### src/rtl/vram_arbiter.sv
// vram_arbiter: shares the single-port character-buffer VRAM between PPU fetch, CPU bus and clear engine
// Ports:
//   clk, rst_n                      system clock, asynchronous active-low reset
//   ppu_req/ppu_addr                single-cycle PPU fetch request (highest priority, never queued)
//   ppu_data/ppu_valid/ppu_miss     fetched character two cycles after request; miss pulse when preempted
//   cpu_req/cpu_we/cpu_addr/wdata   CPU access held until cpu_ack (combinational grant)
//   cpu_rdata/cpu_rvalid            CPU read data two cycles after the granted request
//   clr_start/clr_busy              start pulse and busy flag of the clear-screen engine
//   mem_addr/mem_we/mem_wdata       registered VRAM port; mem_rdata is captured at the end of the access cycle
module vram_arbiter #(
  parameter int AW = 12,
  parameter int DW = 8,
  parameter int BUFFSIZE = 2368,
  parameter logic [DW-1:0] CLR_CHAR = 8'h20,
  parameter int MAX_WAIT = 4
) (
  input  logic          clk,
  input  logic          rst_n,
  input  logic          ppu_req,
  input  logic [AW-1:0] ppu_addr,
  output logic [DW-1:0] ppu_data,
  output logic          ppu_valid,
  output logic          ppu_miss,
  input  logic          cpu_req,
  input  logic          cpu_we,
  input  logic [AW-1:0] cpu_addr,
  input  logic [DW-1:0] cpu_wdata,
  output logic          cpu_ack,
  output logic [DW-1:0] cpu_rdata,
  output logic          cpu_rvalid,
  input  logic          clr_start,
  output logic          clr_busy,
  output logic [AW-1:0] mem_addr,
  output logic          mem_we,
  output logic [DW-1:0] mem_wdata,
  input  logic [DW-1:0] mem_rdata
);
  localparam int WCW = $clog2(MAX_WAIT + 1);
  localparam logic [WCW-1:0] WMAX = WCW'(MAX_WAIT);
  localparam logic [AW-1:0] LAST = AW'(BUFFSIZE - 1);
  typedef enum logic {IDLE, CLEAR} state_t;
  state_t state_q, state_d;
  logic [AW-1:0] clr_ptr_q, clr_ptr_d;
  logic [WCW-1:0] wait_cnt_q, wait_cnt_d;
  logic [AW-1:0] mem_addr_q, mem_addr_d;
  logic mem_we_q, mem_we_d;
  logic [DW-1:0] mem_wdata_q, mem_wdata_d;
  // read in flight during the access cycle: owner and whether it was out of range
  logic ppu_rd_q, ppu_rd_d, cpu_rd_q, cpu_rd_d, oor_q, oor_d;
  logic ppu_miss_q, ppu_miss_d;
  logic ppu_valid_q, ppu_valid_d, cpu_rvalid_q, cpu_rvalid_d;
  logic [DW-1:0] ppu_data_q, ppu_data_d, cpu_rdata_q, cpu_rdata_d;
  logic cpu_force, gnt_cpu, gnt_ppu, gnt_clr, cpu_oor, ppu_oor, clr_last;
  logic [DW-1:0] rd_val;
  always_comb begin
    cpu_force = cpu_req && (wait_cnt_q == WMAX);
    gnt_cpu = cpu_req && (cpu_force || !ppu_req);
    gnt_ppu = ppu_req && !cpu_force;
    gnt_clr = (state_q == CLEAR) && !ppu_req && !cpu_req;
    cpu_oor = 32'(cpu_addr) >= BUFFSIZE;
    ppu_oor = 32'(ppu_addr) >= BUFFSIZE;
    clr_last = clr_ptr_q == LAST;
    // out-of-range accesses still consume the slot but never assert the write strobe
    mem_addr_d = gnt_cpu ? cpu_addr : gnt_ppu ? ppu_addr : gnt_clr ? clr_ptr_q : mem_addr_q;
    mem_we_d = gnt_cpu ? (cpu_we && !cpu_oor) : gnt_clr;
    mem_wdata_d = gnt_cpu ? cpu_wdata : gnt_clr ? CLR_CHAR : mem_wdata_q;
    ppu_rd_d = gnt_ppu;
    cpu_rd_d = gnt_cpu && !cpu_we;
    oor_d = gnt_cpu ? cpu_oor : ppu_oor;
    ppu_miss_d = ppu_req && cpu_force;
    rd_val = oor_q ? CLR_CHAR : mem_rdata;
    ppu_valid_d = ppu_rd_q;
    ppu_data_d = ppu_rd_q ? rd_val : ppu_data_q;
    cpu_rvalid_d = cpu_rd_q;
    cpu_rdata_d = cpu_rd_q ? rd_val : cpu_rdata_q;
    wait_cnt_d = (!cpu_req || gnt_cpu) ? '0 : (wait_cnt_q == WMAX) ? WMAX : wait_cnt_q + 1'b1;
    state_d = (state_q == IDLE) ? (clr_start ? CLEAR : IDLE) : (gnt_clr && clr_last) ? IDLE : CLEAR;
    clr_ptr_d = (state_q == IDLE) ? '0 : gnt_clr ? (clr_last ? '0 : clr_ptr_q + 1'b1) : clr_ptr_q;
  end
  always_ff @(posedge clk or negedge rst_n) begin
    if (!rst_n) begin
      state_q <= IDLE;
      clr_ptr_q <= '0;
      wait_cnt_q <= '0;
      mem_addr_q <= '0;
      mem_we_q <= 1'b0;
      mem_wdata_q <= '0;
      ppu_rd_q <= 1'b0;
      cpu_rd_q <= 1'b0;
      oor_q <= 1'b0;
      ppu_miss_q <= 1'b0;
      ppu_valid_q <= 1'b0;
      ppu_data_q <= '0;
      cpu_rvalid_q <= 1'b0;
      cpu_rdata_q <= '0;
    end else begin
      state_q <= state_d;
      clr_ptr_q <= clr_ptr_d;
      wait_cnt_q <= wait_cnt_d;
      mem_addr_q <= mem_addr_d;
      mem_we_q <= mem_we_d;
      mem_wdata_q <= mem_wdata_d;
      ppu_rd_q <= ppu_rd_d;
      cpu_rd_q <= cpu_rd_d;
      oor_q <= oor_d;
      ppu_miss_q <= ppu_miss_d;
      ppu_valid_q <= ppu_valid_d;
      ppu_data_q <= ppu_data_d;
      cpu_rvalid_q <= cpu_rvalid_d;
      cpu_rdata_q <= cpu_rdata_d;
    end
  end
  assign cpu_ack = gnt_cpu && rst_n;
  assign clr_busy = state_q == CLEAR;
  assign mem_addr = mem_addr_q;
  assign mem_we = mem_we_q;
  assign mem_wdata = mem_wdata_q;
  assign ppu_miss = ppu_miss_q;
  assign ppu_valid = ppu_valid_q;
  assign ppu_data = ppu_data_q;
  assign cpu_rvalid = cpu_rvalid_q;
  assign cpu_rdata = cpu_rdata_q;
endmodule

### config.mk
export PLATFORM = sky130hd
export DESIGN_NAME = vram_arbiter
export DESIGN_NICKNAME = d
export VERILOG_FILES = /design/src/rtl/vram_arbiter.sv
export SDC_FILE = /design/constraint.sdc
export NUM_CORES = 1
export LEC_CHECK = 0
export ABC_AREA = 1
export BUFFER_PORTS_ARGS = -buffer_cell sky130_fd_sc_hd__buf_2
export CORE_MARGIN = 2
export CORE_UTILIZATION = 40
export CTS_CLUSTER_SIZE = 8
export DETAILED_ROUTE_END_ITERATION = 8
export GPL_ROUTABILITY_DRIVEN = 0
export PLACE_DENSITY = 0.68
export SLEW_MARGIN = 30
export SYNTH_ARGS = -nofsm -noshare
export SYNTH_HDL_FRONTEND = slang
export SYNTH_SLANG_ARGS = --single-unit
### constraint.sdc
create_clock -name clk -period 1.58 [get_ports clk]
set_clock_uncertainty 0.15 [all_clocks]
set_input_delay 0.237 -clock clk [delete_from_list [all_inputs] [get_ports clk]]
set_output_delay 0.237 -clock clk [all_outputs]
set_load 0.01 [all_outputs]
* After elaboration in Yosys (flattened, before gate mapping)
Index checks and enable logic that the tools add are counted.
Word-level totals: input port bits 46, bits in read-only memories 0, memories kept 0, bits in registers 59, output and inout port bits 42, RAM bits 0, latch bits 0, word-level logic and storage cells 56
Operators by class: eq/ne operators 3, muxes and demuxes 16, reductions and logical operators 19, bitwise gates (word level) 0, multiply operators 0, divide/modulo/power cells 0, magnitude comparators 2, $add $sub $neg 2, shift-type cells 0
Operator list (count):
- $mux W12 | 6
- $ge A12 B12 Y1 const B | 2
- $mux W8 | 3
- $add A12 B1 Y12 const B | 1
- $eq A12 B12 Y1 const B | 1
- $logic_and A1 B1 Y1 | 10
- $mux W3 | 2
- $logic_not A1 Y1 | 5
- $mux W1 | 5
- $add A3 B1 Y3 const B | 1
- $eq A3 B3 Y1 const B | 1
- $reduce_bool A3 Y1 | 1
- $logic_or A1 B1 Y1 | 2
- $ne A2 B1 Y1 const B | 1
- $reduce_bool A2 Y1 | 1

* Depth between registers and ports, before layout
word-level depth 6, mapped depth 12, gate-level depth less buffers 11

* Worst setup path before layout
Ideal clock, no wire load.
path type register to output, start register wait_cnt_q[0], end output port cpu_ack, path slack -0.009 ns, stages on the path, launching flop included 8, data required time 1.193 ns, data arrival time 1.202 ns, path buffers 1, path through dfrtp_1 -> inv_1 -> ha_1 -> nand2_1 -> a21oi_4 -> buf_2 -> nand2_1 -> inv_1
Between the ends: longest elaborated chain between the ends 5
RTL lines:
- start: declaration | line 44 | logic [WCW-1:0] wait_cnt_q, wait_cnt_d;
- start signal: assignment | line 99 | wait_cnt_q <= wait_cnt_d;
- $eq A3 B3 Y1 | line 56 | cpu_force = cpu_req && (wait_cnt_q == WMAX);
- $logic_and A1 B1 Y1 | line 56
- $logic_or A1 B1 Y1 | line 57 | gnt_cpu = cpu_req && (cpu_force || !ppu_req);
- $logic_and A1 B1 Y1 | line 57
- $logic_and A1 B1 Y1 | line 113 | assign cpu_ack = gnt_cpu && rst_n;
- end: declaration | line 28 | output logic cpu_ack,
Every way passes these cells.

* Worst setup path after layout
start register wait_cnt_q[1], end output port cpu_ack
The elaborated chain is that of the path after synthesis.

==> summary.txt <==
Hold path
  • Hold_sp: mem_rdata[2]
  • Hold WC Path Type: input port to flop

Timing
  • RSZ-0062 raised after global routing: true
  • Fin. max-slew vios: 0
  • Worst relative slew slack: 51.50%
  • Minimum clock period: around 1800 ps
  • Setup TNS: -862.2 ps
  • Final worst path period share: 111.3%
  • Slew @ Worst Pin: 727.6 ps
  • Setup violations, final: 13
  • Highest Clock Rate: 568.5 MHz
  • Setup slack after layout: -179.0 ps
  • Final Hold Fails: 0

Power
  • Reg power frac: a little under half
  • P_leak: 2.055 nW
  • Comb pwr share: 21.1%
  • Int Power: 2.638 mW
  • Max VDD drop: between 0.3 and 0.4 mV
  • Final Total Pwr: between 3 and 4 mW
  • Clock share of power: between 30% and 40%
  • Sw Share: 29.19%
  • Pwr/cell area: 964.4 nW/µm²
  • NetSw: 1.087 mW

GRT
  • Gr ovfl total: 0
  • Vias in the first global route: 2530
  • GRT Total Usage: 18.59%
  • First-pass GRT wire length: 11150 µm
  • Largest net degree at the start of global routing: 60
  • Antenna violations before repair: 0

Clock tree
  • Clock buffer depth: 2
  • CTS tree: done
  • Clock Sinks: between 50 and 60
  • Root Buffer: clkbuf_8
  • H-tree depth: 3
  • Worst-path clk slew: 60 ps
  • Clk_lat worst skew: ~330 ps
  • CTS Buf Count: 9

Worst setup path
  • Critical path buffers and inverters: 3
  • Critical path class: flop to primary output
  • Crit path launch: wait_cnt_q[1]
  • Crit-path max FO: 2
  • Crit-path cells: inv_1 > ha_2 > nand2_2 > a21oi_4 > nand2_1 > inv_1 > buf_6
  • Worst Path Required: 1190 ps
  • Critical path arrival: 1370 ps
  • Family with the most delay on the worst path: flip-flops
  • Worst path slowest cell: dfrtp_1
  • Most used cell, CP: inv_1
  • CP peak stage delay: 380 ps
  • CP Launch Type: flop
  • Critical Path Sink Type: primary output
  • Reg-to-reg critical path startpoint: wait_cnt_q[1]

Die
  • Die area: 7686 µm²
  • Die X: around 88 µm
  • Ports: between 80 and 90
  • Row Count: 30
  • DIE HEIGHT: 87.67 µm
  • CORE AREA: 6794 µm²
  • Initial Utilization: 41.22%

Synth
  • Dominant synthesized flop cell: dfrtp_1
  • Area leader, netlist: dfrtp_1
  • Post-Synthesis Net Count: between 300 and 400
  • Post-synthesis area per instance: 8.285 µm²
  • Post-Syn Instances: 338
  • Async set-reset flop share out of synthesis: 100.0%
  • Register area share after synthesis: ~53%
  • Post-synth EDFFs: 0
  • Top cell type's share of synthesized area: between 50% and 60%
  • Top cells by area, synth: dfrtp_1 (53%), nand2_1 (14%), inv_1 (4.3%), nor2_1 (4.3%), o21ai_0 (4.1%)
  • Ys Warns: 0
  • Synthesized cell area: 2800 µm²
  • Flops & latches, synth: 59
  • Number of library cell types mapped by synthesis: 33

Routing
  • Initial DRC count: 86
  • Metal1 wirelength: 3030 µm
  • DR WL met2: ~3400 µm
  • First-pass iteration count of the detailed router: 4
  • Routed Wire Length: 6781 µm
  • Number of remaining DRC errors: 0
  • DR top layer: met4
  • Routed wire per std cell: 12.02 µm
  • Post-route ant nets: 0
  • Via density: 4.668
  • DR vias: 2633
  • Routed wl met3: 326 µm

Layout
  • Ant diodes: 0
  • Layout Utilization: 56.85%
  • Non-filler cells, final: 564
  • Layout Nets: 513
  • Layout cells sized above 1: 32.91%
  • Area growth, synth to finish: 37.94%

Status
  • Violated checks: negative setup slack
  • Status: complete, but fails checks

Job
  • Maximum Capacitance Violations: 0

Placement
  • HPWL after DPL: 5012 µm
  • Port-buffer cells: 87
  • Post-Place Cells: 530
  • Post-Place Setup Slack: -8.985 ps
logic make-up (layout without fill, tap and decap cells):
logic type | count (synthesis) | after routing | share of synthesized area [%]
AND/OR/NAND/NOR | 181 | 181 | 27.88
XOR/XNOR | 6 | 6 | 1.877
adder cells (fa/ha/maj) | 3 | 3 | 1.341
flip-flops | 59 | 59 | 52.73
AO/OA/AOI/OAI | 45 | 45 | 9.563
buffers and inverters | 44 | 174 | 6.613
power by group through the flow:
| stage | Clock (mW) | Sequential (mW) | Combinational (mW) |
|---|---|---|---|
| final | 1.17 | 1.77 | 0.786 |
| after global routing | 1.28 | 1.79 | 0.888 |
| after CTS | 1.21 | 1.77 | 0.771 |
| after detailed placement | 0 | 1.80 | 0.738 |
| after global placement | 0 | 1.79 | 0.727 |
| after floorplan | 0 | 1.87 | 0.297 |
stage by stage:
stage	hold WS, ps	cell area (µm²)
2_1_floorplan	-208.6	2803
3_3_place_gp	208.5	3450
3_5_place_dp	208.4	3450
4_1_cts	3.304	3766
5_1_grt	19.68	3862
6_report	19.82	3862
worst register-to-register path, cell delays in order, from the launching register on:
cell and delay (ps):
dfrtp_1 380, inv_1 60, ha_2 160, nand2_2 70
buf_4 140, inv_2 50, nand2_2 50, nand2_2 70
inv_4 50, buf_12 130, nand2_1 50, nand2_1 50
nor2_1 110, nor2_1 50
cells in the mapped netlist, types with 2 or more instances:
cell type	number
a21oi_1	10
a22o_1	7
buf_2	3
buf_4	2
clkbuf_1	2
dfrtp_1	59
ha_1	3
inv_1	32
inv_2	2
nand2_1	107
nand3_1	19
nand4_1	3
nor2_1	32
nor2_2	2
nor3_1	2
o21ai_0	23
o21ai_1	2
or2_0	6
or2_2	4
xnor2_1	2
xor2_1	4
per-layer routing:
metal / track usage, % / vias to the layer above
met5: 0 / -
met4: 8.531 / 0
met3: 4.995 / 5
met2: 30.30 / 65
met1: 23.06 / 1240
li1: - / 1323
registers in the layout (all words and copies together) (netlist names), 3 cells and up:
register	flops
clr_ptr_q	12
cpu_rdata	8
mem_addr	12
mem_wdata	8
ppu_data	8
wait_cnt_q	3
cell usage in the layout, fill, tap and decap left out, drive strengths merged, types with 7 or more instances in the layout:
| master | Yosys | final |
|---|---|---|
| nand3 | 20 | 20 |
| a22o | 7 | 7 |
| o21ai | 25 | 25 |
| a21oi | 11 | 11 |
| nor2 | 35 | 35 |
| or2 | 11 | 11 |
| dfrtp | 59 | 59 |
| inv | 34 | 34 |
| buf | 6 | 111 |
| dlygate4sd3 | 0 | 12 |
| clkbuf | 3 | 11 |
| nand2 | 109 | 109 |
path summary, 6_finish.rpt:
| check | end | slack, ps | cells after the start |
|---|---|---|---|
| setup / recovery | cpu_ack | -180 | 7 |
| hold / removal | ppu_data[2] | 20 | 3 |
| setup reg to reg | mem_addr[6] | -90 | 13 |
| hold reg to reg | cpu_rvalid | 220 | 0 |
| max in group asynchronous | ppu_data[1] | 330 | 3 |
| min in group asynchronous | mem_wdata[5] | 470 | 3 |
area by class of cell:
cell class	instances	area, µm²
flip-flops and latches	59	1476
inverters	35	133.9
clock buffers	10	137.6
fillers	645	2932
repair buffers	124	783.3
well taps	96	120.1
clock inverters	5	30.03
multi-input cells	235	1181
what timing repair did:
action / CTS / global route
endpoints found under the setup margin: 12 / 29
pin swaps: 1 / 9
hold endpoints to repair: 71 / 0
setup buffers: 3 / 3
cloned: 0 / 1
resized for setup: 3 / 15
hold buffers: 12 / 0
(Power assumes the default switching activity.)
